==> src/rtl/uart_rx_fifo.sv <==
// uart_rx_fifo: 8N1 UART receiver feeding a receive buffer, with sticky frame/overflow flags.
// Define UART_RX_FIFO_EN for a FIFO_DEPTH-entry FIFO; otherwise a single holding register is used.
module uart_rx_fifo #(
  parameter int unsigned FIFO_DEPTH = 4,
  parameter int unsigned DIV_WIDTH  = 16
) (
  input  logic                 clock,
  input  logic                 reset,
  input  logic                 ser_rx,
  input  logic [DIV_WIDTH-1:0] clk_div,
  output logic [7:0]           rx_data,
  output logic                 rx_valid,
  input  logic                 rx_ready,
  output logic                 frame_err,
  output logic                 overflow,
  input  logic                 err_clr
);

  typedef enum logic [1:0] {IDLE, START, DATA, STOP} state_t;
  state_t state, state_next;

  logic                 sync1, sync2, rx_prev;
  logic [1:0]           settle;
  logic [DIV_WIDTH-1:0] div_eff, div_q, cnt;
  logic [2:0]           bit_idx;
  logic [7:0]           shift;
  logic                 start_edge, expire, pop;
  logic                 push, frame_set, ovf_set, wr_en;

  if (FIFO_DEPTH < 2 || FIFO_DEPTH > 16 || (FIFO_DEPTH & (FIFO_DEPTH - 1)) != 0) begin : g_depth_check
    $error("FIFO_DEPTH must be a power of two in 2..16");
  end

  assign div_eff = (clk_div < DIV_WIDTH'(4)) ? DIV_WIDTH'(4) : clk_div;
  // settle masks the reset-forced high in the synchronizer so a line already low is not an edge
  assign start_edge = (settle == 2'd3) && rx_prev && !sync2;
  assign expire     = (cnt <= DIV_WIDTH'(1));
  assign pop        = rx_valid && rx_ready;

  always_ff @(posedge clock) begin
    if (reset) begin
      sync1   <= 1'b1;
      sync2   <= 1'b1;
      rx_prev <= 1'b1;
      settle  <= '0;
    end else begin
      sync1   <= ser_rx;
      sync2   <= sync1;
      rx_prev <= sync2;
      if (settle != 2'd3) settle <= settle + 2'd1;
    end
  end

  always_ff @(posedge clock) begin
    if (reset) state <= IDLE;
    else       state <= state_next;
  end

  always_comb begin
    state_next = state;
    case (state)
      IDLE:    if (start_edge) state_next = START;
      START:   if (expire) state_next = sync2 ? IDLE : DATA;
      DATA:    if (expire && bit_idx == 3'd7) state_next = STOP;
      STOP:    if (expire) state_next = IDLE;
      default: state_next = IDLE;
    endcase
  end

  always_comb begin
    push      = 1'b0;
    frame_set = 1'b0;
    if (state == STOP && expire) begin
      push      = sync2;
      frame_set = !sync2;
    end
  end

  always_ff @(posedge clock) begin
    if (reset) begin
      cnt     <= '0;
      div_q   <= '0;
      bit_idx <= '0;
      shift   <= '0;
    end else begin
      case (state)
        IDLE: begin
          if (start_edge) begin
            div_q   <= div_eff;
            cnt     <= div_eff >> 1;
            bit_idx <= '0;
          end
        end
        START: begin
          if (expire) cnt <= div_q;
          else        cnt <= cnt - DIV_WIDTH'(1);
        end
        DATA: begin
          if (expire) begin
            shift   <= {sync2, shift[7:1]};
            bit_idx <= bit_idx + 3'd1;
            cnt     <= div_q;
          end else begin
            cnt <= cnt - DIV_WIDTH'(1);
          end
        end
        STOP: begin
          if (!expire) cnt <= cnt - DIV_WIDTH'(1);
        end
        default: cnt <= '0;
      endcase
    end
  end

`ifdef UART_RX_FIFO_EN
  localparam int unsigned PTR_W = $clog2(FIFO_DEPTH);
  localparam int unsigned CNT_W = $clog2(FIFO_DEPTH + 1);

  logic [7:0]       mem [FIFO_DEPTH];
  logic [PTR_W-1:0] wr_ptr, rd_ptr;
  logic [CNT_W-1:0] count;
  logic             full;

  assign full    = (count == CNT_W'(FIFO_DEPTH));
  assign wr_en   = push && (!full || pop);
  assign ovf_set = push && full && !pop;

  always_ff @(posedge clock) begin
    if (reset) begin
      for (int unsigned i = 0; i < FIFO_DEPTH; i++) mem[i] <= '0;
      wr_ptr <= '0;
      rd_ptr <= '0;
      count  <= '0;
    end else begin
      if (wr_en) begin
        mem[wr_ptr] <= shift;
        wr_ptr      <= wr_ptr + PTR_W'(1);
      end
      if (pop) rd_ptr <= rd_ptr + PTR_W'(1);
      if (wr_en && !pop)      count <= count + CNT_W'(1);
      else if (pop && !wr_en) count <= count - CNT_W'(1);
    end
  end

  assign rx_valid = (count != '0);
  assign rx_data  = mem[rd_ptr];
`else
  logic [7:0] hold;
  logic       hold_valid;

  assign wr_en   = push && (!hold_valid || pop);
  assign ovf_set = push && hold_valid && !pop;

  always_ff @(posedge clock) begin
    if (reset) begin
      hold       <= '0;
      hold_valid <= 1'b0;
    end else if (wr_en) begin
      hold       <= shift;
      hold_valid <= 1'b1;
    end else if (pop) begin
      hold_valid <= 1'b0;
    end
  end

  assign rx_valid = hold_valid;
  assign rx_data  = hold;
`endif

  // A set event in the same cycle as err_clr keeps the flag set
  always_ff @(posedge clock) begin
    if (reset) begin
      frame_err <= 1'b0;
      overflow  <= 1'b0;
    end else begin
      if (frame_set)    frame_err <= 1'b1;
      else if (err_clr) frame_err <= 1'b0;
      if (ovf_set)      overflow  <= 1'b1;
      else if (err_clr) overflow  <= 1'b0;
    end
  end

endmodule

==> config.mk <==
export PLATFORM = sky130hd
export DESIGN_NAME = uart_rx_fifo
export DESIGN_NICKNAME = d
export VERILOG_FILES = /design/src/rtl/uart_rx_fifo.sv
export SDC_FILE = /design/constraint.sdc
export NUM_CORES = 1
export LEC_CHECK = 0
export CORE_MARGIN = 8
export CORE_UTILIZATION = 45
export CTS_CLUSTER_DIAMETER = 100
export CTS_CLUSTER_SIZE = 8
export DETAILED_ROUTE_END_ITERATION = 10
export DONT_BUFFER_PORTS = 1
export PLACE_DENSITY = 0.69
export SLEW_MARGIN = 10
export SYNTH_ARGS = -nofsm -noshare
export SYNTH_HDL_FRONTEND = slang
export SYNTH_SLANG_ARGS = --single-unit
==> constraint.sdc <==
create_clock -name clock -period 2.6 [get_ports clock]
set_input_delay 0.52 -clock clock [delete_from_list [all_inputs] [get_ports clock]]
set_output_delay 0.52 -clock clock [all_outputs]
set_load 0.1 [all_outputs]
# Word-level counts from Yosys, hierarchy flattened
# Index checks and enable logic that the tools add are counted.
# totals
output_inout_bits	11
inputBits	21
wordCells	74
regBits	61
# op_classes
eq_ne	12
n_reduce_logical	23
mux	21
magnitude_cmp	2
n_addsub	3
# ops
cell	n
2-to-1 mux 16 bit	4
one-hot mux 16 bit (3 select lines)	1
less-or-equal comparator 16 x 1 -> 1 bit (second input constant)	1
< comparator 16 x 3 -> 1 bit (second input constant)	1
subtractor 16 x 1 -> 16 bit (second input constant)	1
inequality test 2 bit (second input constant)	7
2-to-1 mux 2 bit	5
logical AND 1 bit	8
one-hot mux 2 bit (4 select lines)	1
nonzero test 2 bit	4
2-to-1 mux 1 bit	7
== test 2 bit (second input constant)	3
2-to-1 mux 3 bit	2
one-hot mux 3 bit (2 select lines)	1
AND reduction 2 bit	3
AND reduction 4 bit	1
adder 3 x 1 -> 3 bit (second input constant)	1
== test 3 bit (second input constant)	1
logical NOT 1 bit	3
AND reduction 3 bit	1
adder 2 x 1 -> 2 bit (second input constant)	1
== test 2 x 1 -> 1 bit (second input constant)	1
logical NOT 2 bit	1
OR reduction 2 bit	1
logical OR 1 bit	1

# Logic depth before layout (Yosys ltp)
# depth
ltp_word	6
mapped_depth	10
mapped_depth_nobuf	8

# Worst setup path after synthesis
# No wires, ideal clock.
# synth_path
path_kind	register -> register
start	register cnt[12]
end	register cnt[14]
t_required_ps	2469
setup_ps	131
arrival_ps	1936
period_less_slack_ps	2067
setup_slack_ps	533
n_path_buf	1
path_stages_with_launch	8
cell_sequence	dfxtp_1 > or3_4 > or4_4 > o21ai_2 > nand2_2 > buf_6 > a221oi_2 > o41ai_1
# synth_via
elab_chain_len	3
word_cells_on_any_way	7
cone_classes	1 x add/sub; 1 x order compare; 1 x eq/ne; 3 x mux; 1 x reduce/logical
# synth_lines
item	line	rtl
start: declaration	24	logic [DIV_WIDTH-1:0] div_eff, div_q, cnt;
start signal: assignment	90	cnt <= div_eff >> 1;
start signal: assignment	95	if (expire) cnt <= div_q;
start signal: assignment	96	else cnt <= cnt - DIV_WIDTH'(1);
subtractor 16 x 1 -> 16 bit or less-or-equal comparator 16 x 1 -> 1 bit (tied branches)	--	
2-to-1 mux 16 bit, or another cell as far along	108	if (!expire) cnt <= cnt - DIV_WIDTH'(1);
one-hot mux 16 bit (3 select lines) or AND reduction 2 bit (tied branches)	--	
# Parallel ways exist; a longest one is shown, timed or not. The select of a mux whose other input is x is not followed.
# A chain may end at the register's enable or synchronous reset.

# Final worst setup path
# layout_path
start	register cnt[0]
end	register hold[1] (netlist: rx_data[1])
# layout_via
elab_chain_len	4
# layout_lines
item	line	rtl
less-or-equal comparator 16 x 1 -> 1 bit	37	assign expire = (cnt <= DIV_WIDTH'(1));
logical AND 1 bit	73	if (state == STOP && expire) begin
2-to-1 mux 1 bit	73	
logical AND 1 bit	151	assign wr_en = push && (!hold_valid || pop);
end signal: assignment	159	hold <= shift;
end: declaration	148	logic [7:0] hold;
# Every way passes these cells.

==> impl_metrics.ini <==
[detailed_routing]
via_per_inst = 5.56
wirelength_um = 7270
vias = 2621
met2_length_um = 3520
antenna_left = 0
drcViolationCount = 0
wl_per_cell_um = 15.4
met3RoutedLength_um = 315
first_iter_violations = 191
met1_length_um = 3270
drt_first_pass_iters = 4
highest_layer = met4

[pwr]
p_leak_nw = 1.29
p_int_w = 0.00175
netSwitchingFraction = 0.355
combPwrFrac = 0.308
seqPwrFrac = 0.380
power.switching_w = 0.000967
p_per_area_nw_per_um2 = 776
p_clk_frac = 0.312
ir_drop_mv = 0.350

[yosys]
async_flop_share = 0
synth_largest_area_cell = dfxtp_1
synth_seq_cells = 61
synth.avg_cell_area_um2 = 8.69
ys_types = 49
synth_common_cells = dfxtp_1 (61), nand2_1 (51), a21oi_1 (34)
synth_edf_count = 0
synth_flop_cell = dfxtp_1
synth.yosys.seq_area_share = 0.385
synth.most_common_cell = dfxtp_1
syn_inst = 365
synth_top_cell_area_share = 0.385
mappedNetlistArea_um2 = 3170
netlist_top_cells_area = dfxtp_1 (39%), nand2_1 (6.0%), a21oi_1 (5.4%)
yosysWarnings = 0
synth_nets = 396

[clocking]
clk_latency_ns = 0.35
post_cts_buffers = 0
cts_made_buffers = 9
root_buffer = clkbuf_8
cts_resized = 0
clock_path_buffers = 2
cts_hold_buf = 0
cts_tree = yes
cts.reportedPaths.clkPinSlew_ns = 0.07
htreeDepth = 3
clkSinkCount = 61

[worst_setup_path]
timing.rr.end = rx_data[1]
crit_fanout = 8
cp-end-kind = flip-flop
crit_type = flip-flop to flip-flop
crit_end = rx_data[1]
crit_path_frequent_cell = nor2_1
critPathBufInv = 1
reg2reg_from = cnt[0]
cp_slowest_stage_delay_ns = 0.54
ff2ff_setup_slack_ns = 0.26
slowest_stage = or4_4
cp.required_ns = 2.84
cp-startpoint = cnt[0]
crit_cells = 8
path_cells = inv_1 > ha_1 > nor2_1 > or4_4 > nor2_4 > and4_1 > mux2i_1 > nor2_1
reg2regPathDepth = 8
crit_path_start_kind = flip-flop
cp_top_family = simple AND/OR/NAND/NOR gates
worstPathArrival_ns = 2.58

[global_routing]
grt_pass1_vias = 2544
grt_overflow = 0
grt_max_degree = 76
grtUsageTotal = 0.155
grt_pass1_wl_um = 12500
antenna_found_initial = 0

[die]
dieArea_um2 = 9990
die_w_um = 100
start_util = 0.467
core_area_um2 = 6790
ios = 32
die_y_um = 100
rows = 30

[timing]
setup_tns_ns = 0
period_needed_ns = 2.34
rsz0062_at_grt = false
tightest_slew_ns = 0.618
final-setup-viol-count = 0
whs_ns = 0.251
finClkSkew_ns = 0.00921
hold_violations = 0
finalCritPeriodShare = 0.902
slew_viol_final = 0
relSlewSlack = 0.586
max_freq_ghz = 0.427

[job]
maxCapViolCount = 0

[placement]
place_area_um2 = 3310
place_hpwl_um = 4980
port_buffers = 0
globalplace.congestion = 0.802

[min_path]
worstHoldPathType = primary input to flip-flop

[outcome]
status = finished, final reports clean

[final_layout]
design_area_um2 = 3510
nNetsFinal = 401
drive_above_1_share = 0.147
areaGrowthSynthToFinish_pct = 10.5
n_antenna_cell = 0
flip-flops by register name, indices dropped and copies added (netlist names), 2 cells and up, named ones only:
signal	cells
bit_idx	3
div_q	16
cnt	16
rx_data	8
settle	2
shift	8
layout make-up:
class | instances | area, um2
multi-input combinational | 271 | 1780
clock buffer | 9 | 124
tap | 96 | 120
clock inverter | 7 | 76.3
timing repair buffer | 18 | 148
sequential | 61 | 1220
inverter | 9 | 33.8
fill | 662 | 3290
logic make-up after synthesis:
kind of cell / after synthesis / synth area share
AND/OR/NAND/NOR: 160 / 0.263
AO/OA/AOI/OAI: 77 / 0.189
flip-flops: 61 / 0.385
buffers and inverters: 33 / 0.0529
XOR/XNOR: 13 / 0.0359
multiplexers: 11 / 0.0347
adder cells (fa/ha/maj): 10 / 0.0394
cell usage in the layout (no fill, tap or decap), types with 3 or more instances in the layout:
cell type   count
a21oi_1        34
xnor2_1         8
nand3_1        13
nor2b_1        16
nand2_1        51
nor4_1          7
a221oi_1        4
nand4_1         5
buf_4          17
nor2_1         27
o41ai_1        14
clkinvlp_4      5
clkbuf_8        9
o21ai_1         3
nand3b_1       15
inv_1           9
nor3_1          4
dfxtp_1        61
or2_2           4
ha_1           10
xor2_1          5
a221oi_2       10
mux2i_1        11
per-stage QoR:
step	worst slack (ns)	instances	utilization	power, W
after detailed placement	0.270	455	0.487	0.00188
after floorplan	0.533	365	-	0.00175
final	0.255	471	0.516	0.00272
after global routing	0.0734	471	0.516	0.00288
after global placement	0.347	455	0.487	0.00187
after CTS	0.248	471	0.516	0.00274
worst min path at each step:
stage	start	to	slack, ns	cells past startpoint
3_3_place_gp	sync1	sync2	0.39	1
4_1_cts	reset	shift[2]	0.23	1
5_1_grt	reset	rx_data[5]	0.22	1
3_5_place_dp	sync1	sync2	0.40	1
6_report	reset	overflow	0.25	1
2_1_floorplan	sync1	sync2	0.39	1
metal layers:
layer,global-route usage,vias to the layer above
met2,0.248,44
met3,0.0388,13
met4,0.0850,0
met5,0,-
li1,-,1317
met1,0.186,1247
worst reg2reg max path, delay by kind of cell (launching register included):
kind | cells | cell delay [ns]
and+or+nand+nor | 5 | 1.32
buffers and inverters | 1 | 0.08
adders and majority gates | 1 | 0.20
DFF | 1 | 0.37
muxes | 1 | 0.28
power groups by stage:
stage               combinational [W]  sequential, W  clock (W)
finish                       0.000838        0.00103   0.000849
global route                 0.000925        0.00104   0.000914
CTS                          0.000836        0.00103   0.000868
detailed placement           0.000828        0.00105          0
global placement             0.000821        0.00105          0
floorplan                    0.000709        0.00104          0
Power figures use the tool's default switching activity.
